--- src/rtl/irda_defines.sv ---
// Shared IrDA FIR constants: 4PPM chip patterns, chip counter width, preamble symbols.
// Chip [3] of every 4-chip symbol is the first on air.
package irda_defines;

  localparam int PPM4_CHIP_CNT_W = 2;

  localparam logic [3:0] PPM4_SYM_00 = 4'b1000;
  localparam logic [3:0] PPM4_SYM_01 = 4'b0100;
  localparam logic [3:0] PPM4_SYM_10 = 4'b0010;
  localparam logic [3:0] PPM4_SYM_11 = 4'b0001;

  // Preamble symbol sequence for the framer, first symbol in the top nibble
  localparam logic [15:0] FIR_PREAMBLE_SEQ = 16'b1000_0000_1010_1000;

endpackage

--- src/rtl/irda_fir_4ppm_sym_map.sv ---
// Dibit to 4PPM chip pattern lookup, purely combinational.
// dibit is {second bit, first bit} as received LSB first from the framer.
module irda_fir_4ppm_sym_map
  import irda_defines::*;
(
  input  logic [1:0] dibit,
  output logic [3:0] chips
);

  always_comb begin
    chips = PPM4_SYM_00;
    case (dibit)
      2'b00:   chips = PPM4_SYM_00;
      2'b01:   chips = PPM4_SYM_01;
      2'b10:   chips = PPM4_SYM_10;
      default: chips = PPM4_SYM_11;
    endcase
  end

endmodule

--- src/rtl/irda_fir_4ppm_encoder.sv ---
// FIR 4 Mb/s transmit 4PPM encoder: two framer bits per symbol, one chip per 8 MHz strobe.
// Bits gathered during symbol N go out as symbol N+1; raw path lets the framer send flag symbols.
module irda_fir_4ppm_encoder
  import irda_defines::*;
(
  input  logic       clk,
  input  logic       wb_rst_i,
  input  logic       fir_tx8_enable,
  input  logic       ppme_enable,
  input  logic       ppme_restart,
  input  logic       ppme_i,
  input  logic       ppme_raw_sel,
  input  logic [3:0] ppme_raw_sym,
  output logic       ppme_bit_req,
  output logic       ppme_sym_start,
  output logic       fir_tx_o
);

  logic [PPM4_CHIP_CNT_W-1:0] chip_cnt;
  logic                       bit0;
  logic [3:0]                 next_sym;
  logic [3:0]                 shift;
  logic [3:0]                 mapped_sym;

  irda_fir_4ppm_sym_map u_sym_map (
    .dibit (({ppme_i, bit0})),
    .chips (mapped_sym)
  );

  // Odd chip slots are where the framer's two data bits are taken
  assign ppme_bit_req = fir_tx8_enable & ppme_enable & ~ppme_restart &
                        chip_cnt[0] & ~ppme_raw_sel;

  always_ff @(posedge clk or posedge wb_rst_i) begin
    if (wb_rst_i) begin
      chip_cnt       <= '0;
      bit0           <= 1'b0;
      next_sym       <= 4'b0000;
      shift          <= 4'b0000;
      fir_tx_o       <= 1'b0;
      ppme_sym_start <= 1'b0;
    end else if (ppme_restart || !ppme_enable) begin
      // Clearing next_sym makes the first symbol after (re)start a dark fill symbol
      chip_cnt       <= '0;
      next_sym       <= 4'b0000;
      shift          <= 4'b0000;
      fir_tx_o       <= 1'b0;
      ppme_sym_start <= 1'b0;
    end else if (fir_tx8_enable) begin
      chip_cnt       <= chip_cnt + 1'b1;
      ppme_sym_start <= (chip_cnt == '0);
      case (chip_cnt)
        2'd0: begin
          shift    <= next_sym;
          fir_tx_o <= next_sym[3];
        end
        2'd1: begin
          fir_tx_o <= shift[2];
          if (!ppme_raw_sel) bit0 <= ppme_i;
        end
        2'd2: begin
          fir_tx_o <= shift[1];
        end
        default: begin
          fir_tx_o <= shift[0];
          next_sym <= ppme_raw_sel ? ppme_raw_sym : mapped_sym;
        end
      endcase
    end else begin
      ppme_sym_start <= 1'b0;
    end
  end

endmodule

--- config.mk ---
export PLATFORM = sky130hd
export DESIGN_NAME = irda_fir_4ppm_encoder
export DESIGN_NICKNAME = d
export VERILOG_FILES = /design/src/rtl/irda_defines.sv /design/src/rtl/irda_fir_4ppm_sym_map.sv /design/src/rtl/irda_fir_4ppm_encoder.sv
export SDC_FILE = /design/constraint.sdc
export NUM_CORES = 1
export LEC_CHECK = 0
export BUFFER_PORTS_ARGS = -buffer_cell sky130_fd_sc_hd__buf_2
export CORE_UTILIZATION = 51
export CTS_CLUSTER_DIAMETER = 80
export DETAILED_ROUTE_END_ITERATION = 8
export MAX_ROUTING_LAYER = met4
export PLACE_DENSITY = 0.82
export SETUP_SLACK_MARGIN = 0.4
export SLEW_MARGIN = 40
export SYNTH_ARGS = -nofsm -noshare
export SYNTH_HDL_FRONTEND = slang
export SYNTH_HIERARCHICAL = 1
export SYNTH_SLANG_ARGS = --single-unit
export TNS_END_PERCENT = 50
--- constraint.sdc ---
create_clock -name clk -period 1.9 [get_ports clk]
set_clock_uncertainty 0.05 [all_clocks]
set_input_delay 0.38 -clock clk [delete_from_list [all_inputs] [get_ports clk]]
set_output_delay 0.38 -clock clk [all_outputs]
set_load 0.05 [all_outputs]
-- Word-level counts from Yosys, hierarchy flattened
Index checks and enable logic that the tools add are counted.
- bits in registers: 12
- output and inout bits: 3
- add/sub/neg operators: 1
- equality and inequality tests: 5
- multiplexer cells: 15
- bitwise operators: 7
- reduce and logical (&&, ||, !) cells: 10
- operators by type and width (kind ; number):
    4-bit 2-to-1 mux ; 4
    4-bit case mux with 3 select lines ; 1
    3-bit 2-to-1 mux ; 3
    1-bit bitwise AND ; 4
    2-bit by 1-bit == test with 1-bit output, second input constant ; 2
    2-bit == test, second input constant ; 2
    2-bit zero test ; 2
    1-bit 2-to-1 mux ; 4
    2-bit 2-to-1 mux ; 2
    2-bit AND reduction ; 2
    4-bit AND reduction ; 1
    2-bit nonzero test ; 2
    1-bit NOT ; 3
    1-bit case mux with 3 select lines ; 1
    3-bit OR reduction ; 1
    2-bit by 1-bit adder with 2-bit output, second input constant ; 1
    2-bit by 1-bit inequality test with 1-bit output, second input constant ; 1
    1-bit zero test ; 1
    1-bit logical OR ; 1

-- Longest topological paths before layout
- depth in word-level cells: 6
- depth in mapped cells: 5

-- Modules after synthesis
The synthesis kept the hierarchy.
- by module, submodules not included (module ; times used ; cells each ; area an instance (sq um) ; seq. area each (sq um)):
    irda_fir_4ppm_encoder ; 1 ; 62 ; 639.4 ; 300.3
    irda_fir_4ppm_sym_map ; 1 ; 4 ; 26.3 ; 0.0

-- Least setup slack after synthesis
No wires, ideal clock.
- path kind: input-to-output
- from: in ppme_raw_sel
- to: out ppme_bit_req
- arrival time: 2.072 ns
- required time: 1.470 ns
- slack: -0.602 ns
- cell stages on the path: 2
- path buffers: 1
- cell sequence: buf_2 nor4_1
- word-level cells in the longest chain between the ends: 2
- RTL lines (element ; RTL line ; RTL):
    from (decl) ; irda_fir_4ppm_encoder.sv:12 ; input logic ppme_raw_sel,
    1-bit NOT (no source line) ; -- ;
    1-bit bitwise AND ; irda_fir_4ppm_encoder.sv:32 ; chip_cnt[0] & ~ppme_raw_sel;
    to (decl) ; irda_fir_4ppm_encoder.sv:14 ; output logic ppme_bit_req,
Every way passes these cells.

-- Worst setup path after layout
- from: reg chip_cnt[0]
- to: reg bit0
- word-level cells in the longest chain between the ends: 2
- RTL lines (element ; RTL line ; RTL):
    from (decl) ; irda_fir_4ppm_encoder.sv:19 ; logic [PPM4_CHIP_CNT_W-1:0] chip_cnt;
    from (signal assigned) ; irda_fir_4ppm_encoder.sv:50 ; chip_cnt <= chip_cnt + 1'b1;
    2-bit by 1-bit == test with 1-bit output ; irda_fir_4ppm_encoder.sv:52 ; case (chip_cnt)
    4-bit AND reduction (no source line) ; -- ;
    to (signal assigned) ; irda_fir_4ppm_encoder.sv:59 ; if (!ppme_raw_sel) bit0 <= ppme_i;
    to (decl) ; irda_fir_4ppm_encoder.sv:20 ; logic bit0;
Every way passes these cells.
A chain may end at the register's enable or synchronous reset.

==> flow_summary.json <==
{
  "status": "complete, no violations",
  "antenna_found_initial": 0,
  "cp_data_required_time_ns": 2.02,
  "hold_slack_ns": 0.0478,
  "fin_area_um2": 828,
  "nNetsFinal": 100,
  "fmax_ghz": 0.632,
  "crit_family": "simple AND/OR/NAND/NOR gates",
  "power.density_mw_per_mm2": 674,
  "area_delta_synth_final_pct": 24.4,
  "yosysWarnings": 6,
  "p_leak_nw": 0.401,
  "root_buffer": "clkbuf_4",
  "post_drt_wl_per_cell_um": 13.4,
  "grt_pass1_vias": 531,
  "core_area_mm2": 0.00116,
  "rsz0062_at_grt": "yes",
  "gp_congestion": 0.781,
  "grt.overflow.total": 0,
  "route.detailed.drc": 0,
  "cts_sinks": 12,
  "synthTopCellsByArea": "dfrtp_1 45%, ha_1 7.5%, mux2i_1 7.5%",
  "synth-edff-count": 0,
  "cp.arrival_ns": 1.70,
  "crit_fanout": 3,
  "endpoint_kind": "flop",
  "slowest_stage": "or4b_4",
  "pin_count": 14,
  "dpl_cell_area_um2": 757,
  "numPortBuffers": 13,
  "grt_usage": 0.239,
  "synth_cell_types": 26,
  "die_h_um": 38.1,
  "r2r_setup_slack_ns": 0.32,
  "finalSetupViolations": 0,
  "min_path_type": "in -> async",
  "routed_wirelength_mm": 1.31,
  "drt_iter0_drc": 16,
  "tritoncts": "yes",
  "dp_hpwl_um": 903,
  "relSlewSlack": 0.686,
  "dp_cells": 91,
  "vias_per_cell": 5.38,
  "numCtsBuffers": 3,
  "grt_pass1_wl_mm": 2.20,
  "yosys_register_bits": 12,
  "cp_num_buf_inv": 1,
  "post_synth.cell_area_avg_um2": 10.1,
  "first_pass_iters": 4,
  "cts_buffer_depth": 2,
  "setup_tns_ns": 0,
  "dp_slack_ns": 0.244,
  "irDropWorstVdd_mv": 0.439,
  "num_vias": 527,
  "die-area_mm2": 0.00145,
  "cts_max_level": 1,
  "synth_most_common_cell": "dfrtp_1",
  "hold_violations": 0,
  "async_reset_ff_frac": 1.00,
  "path_class": "reg -> reg",
  "seq_area_frac_synth": 0.451,
  "grt_max_degree": 13,
  "postSynthCellCount": 66,
  "die_w_um": 38.1,
  "period_share": 0.833,
  "cp-start-kind": "flop",
  "tightest_slew_ns": 0.470,
  "diodes": 0,
  "worst_slack_ns": 0.317,
  "drv_slew": 0,
  "finalPower_mw": 0.558,
  "final_cells": 98,
  "synth_ff_type": "dfrtp_1",
  "final_util": 0.716,
  "drtAntennaViolNets": 0,
  "crit_path_cell_trace": "buf_4 > ha_1 > or4b_4 > mux2_4",
  "yosys-top-cells-count": "12 x dfrtp_1, 8 x nor2_1, 5 x mux2i_1, 5 x nand2_1",
  "finalCriticalPeriod_ns": 1.58,
  "path_clk_slew_ns": 0.08,
  "clk_latency_ns": 0.28,
  "synth_top_area_cell": "dfrtp_1",
  "drive_above_1_share": 0.369,
  "cap_viol_max_count": 0,
  "synth_nets": 81,
  "netlist_area_um2": 666,
  "synth_top_area_share": 0.451,
  "initial_core_util": 0.576,
  "critPathMaxStageDelay_ns": 0.46,
  "rows": 12
}
[where the power goes]
group | internal (mW) | total (mW) | switching, mW
logic | 0.0360 | 0.0800 | 0.0440
clock network | 0.116 | 0.211 | 0.0947
registers | 0.261 | 0.267 | 0.00604
[repair_timing]
action	4_1_cts	5_1_grt
hold buffers	0	0
pin swaps	1	0
endpoints found under the setup margin	3	3
resized for setup	3	1
buffers inserted	3	0
[layer usage]
layer  up-vias  GRT usage  wire length [µm]
li1        258          -                 -
met1       241      0.265               531
met2        26      0.394               658
met3         2     0.0523               108
met4         0      0.134                15
met5         -          -                 0
[cells by family after synthesis]
family                     Yosys count  share of synthesized area
AOI/OAI and AO/OA                    9                     0.0883
xor gates and xnor gates             1                     0.0132
muxes                                6                     0.0977
adders and majority gates            4                     0.0752
DFF                                 12                      0.451
buffers and inverters                8                     0.0620
and+or+nand+nor                     26                      0.212
[registers in the layout, summed over array words and instances (netlist names)]
| name | cells |
|---|---|
| shift | 3 |
| next_sym | 4 |
| fir_tx_o | 1 |
| ppme_sym_start | 1 |
| bit0 | 1 |
| chip_cnt | 2 |
[final cells by class]
class                           count  area, µm²
Sequential cell                    12        300
Inverter                            4       20.0
Fill cell                          77        328
Multi-Input combinational cell     46        345
Clock buffer                        4       36.3
Timing Repair Buffer               18        109
Tap cell                           14       17.5
[worst reg2reg max path, stage by stage (launching register included)]
cell,delay (ns)
dfrtp_1,0.37
buf_4,0.13
ha_1,0.16
or4b_4,0.46
mux2_4,0.30
[cells in the final DEF (no fill, tap or decap), drive strengths merged, types with 2 or more instances in the layout]
cell type and n:
a211oi 4, a21oi 3, and2 2, buf 18
clkbuf 4, dfrtp 12, ha 4, inv 4
mux2i 5, nand2 5, nand3 3, nor2 8
[worst paths after layout]
kind,to,cells past startpoint,startpoint
hold / removal,shift[0],2,wb_rst_i
min in group clk,bit0,2,ppme_i
setup / recovery,bit0,4,chip_cnt[0]
setup reg to reg,bit0,4,chip_cnt[0]
max in group asynchronous,chip_cnt[1],2,wb_rst_i
hold reg to reg,shift[1],2,shift[1]
(Power assumes the default switching activity.)
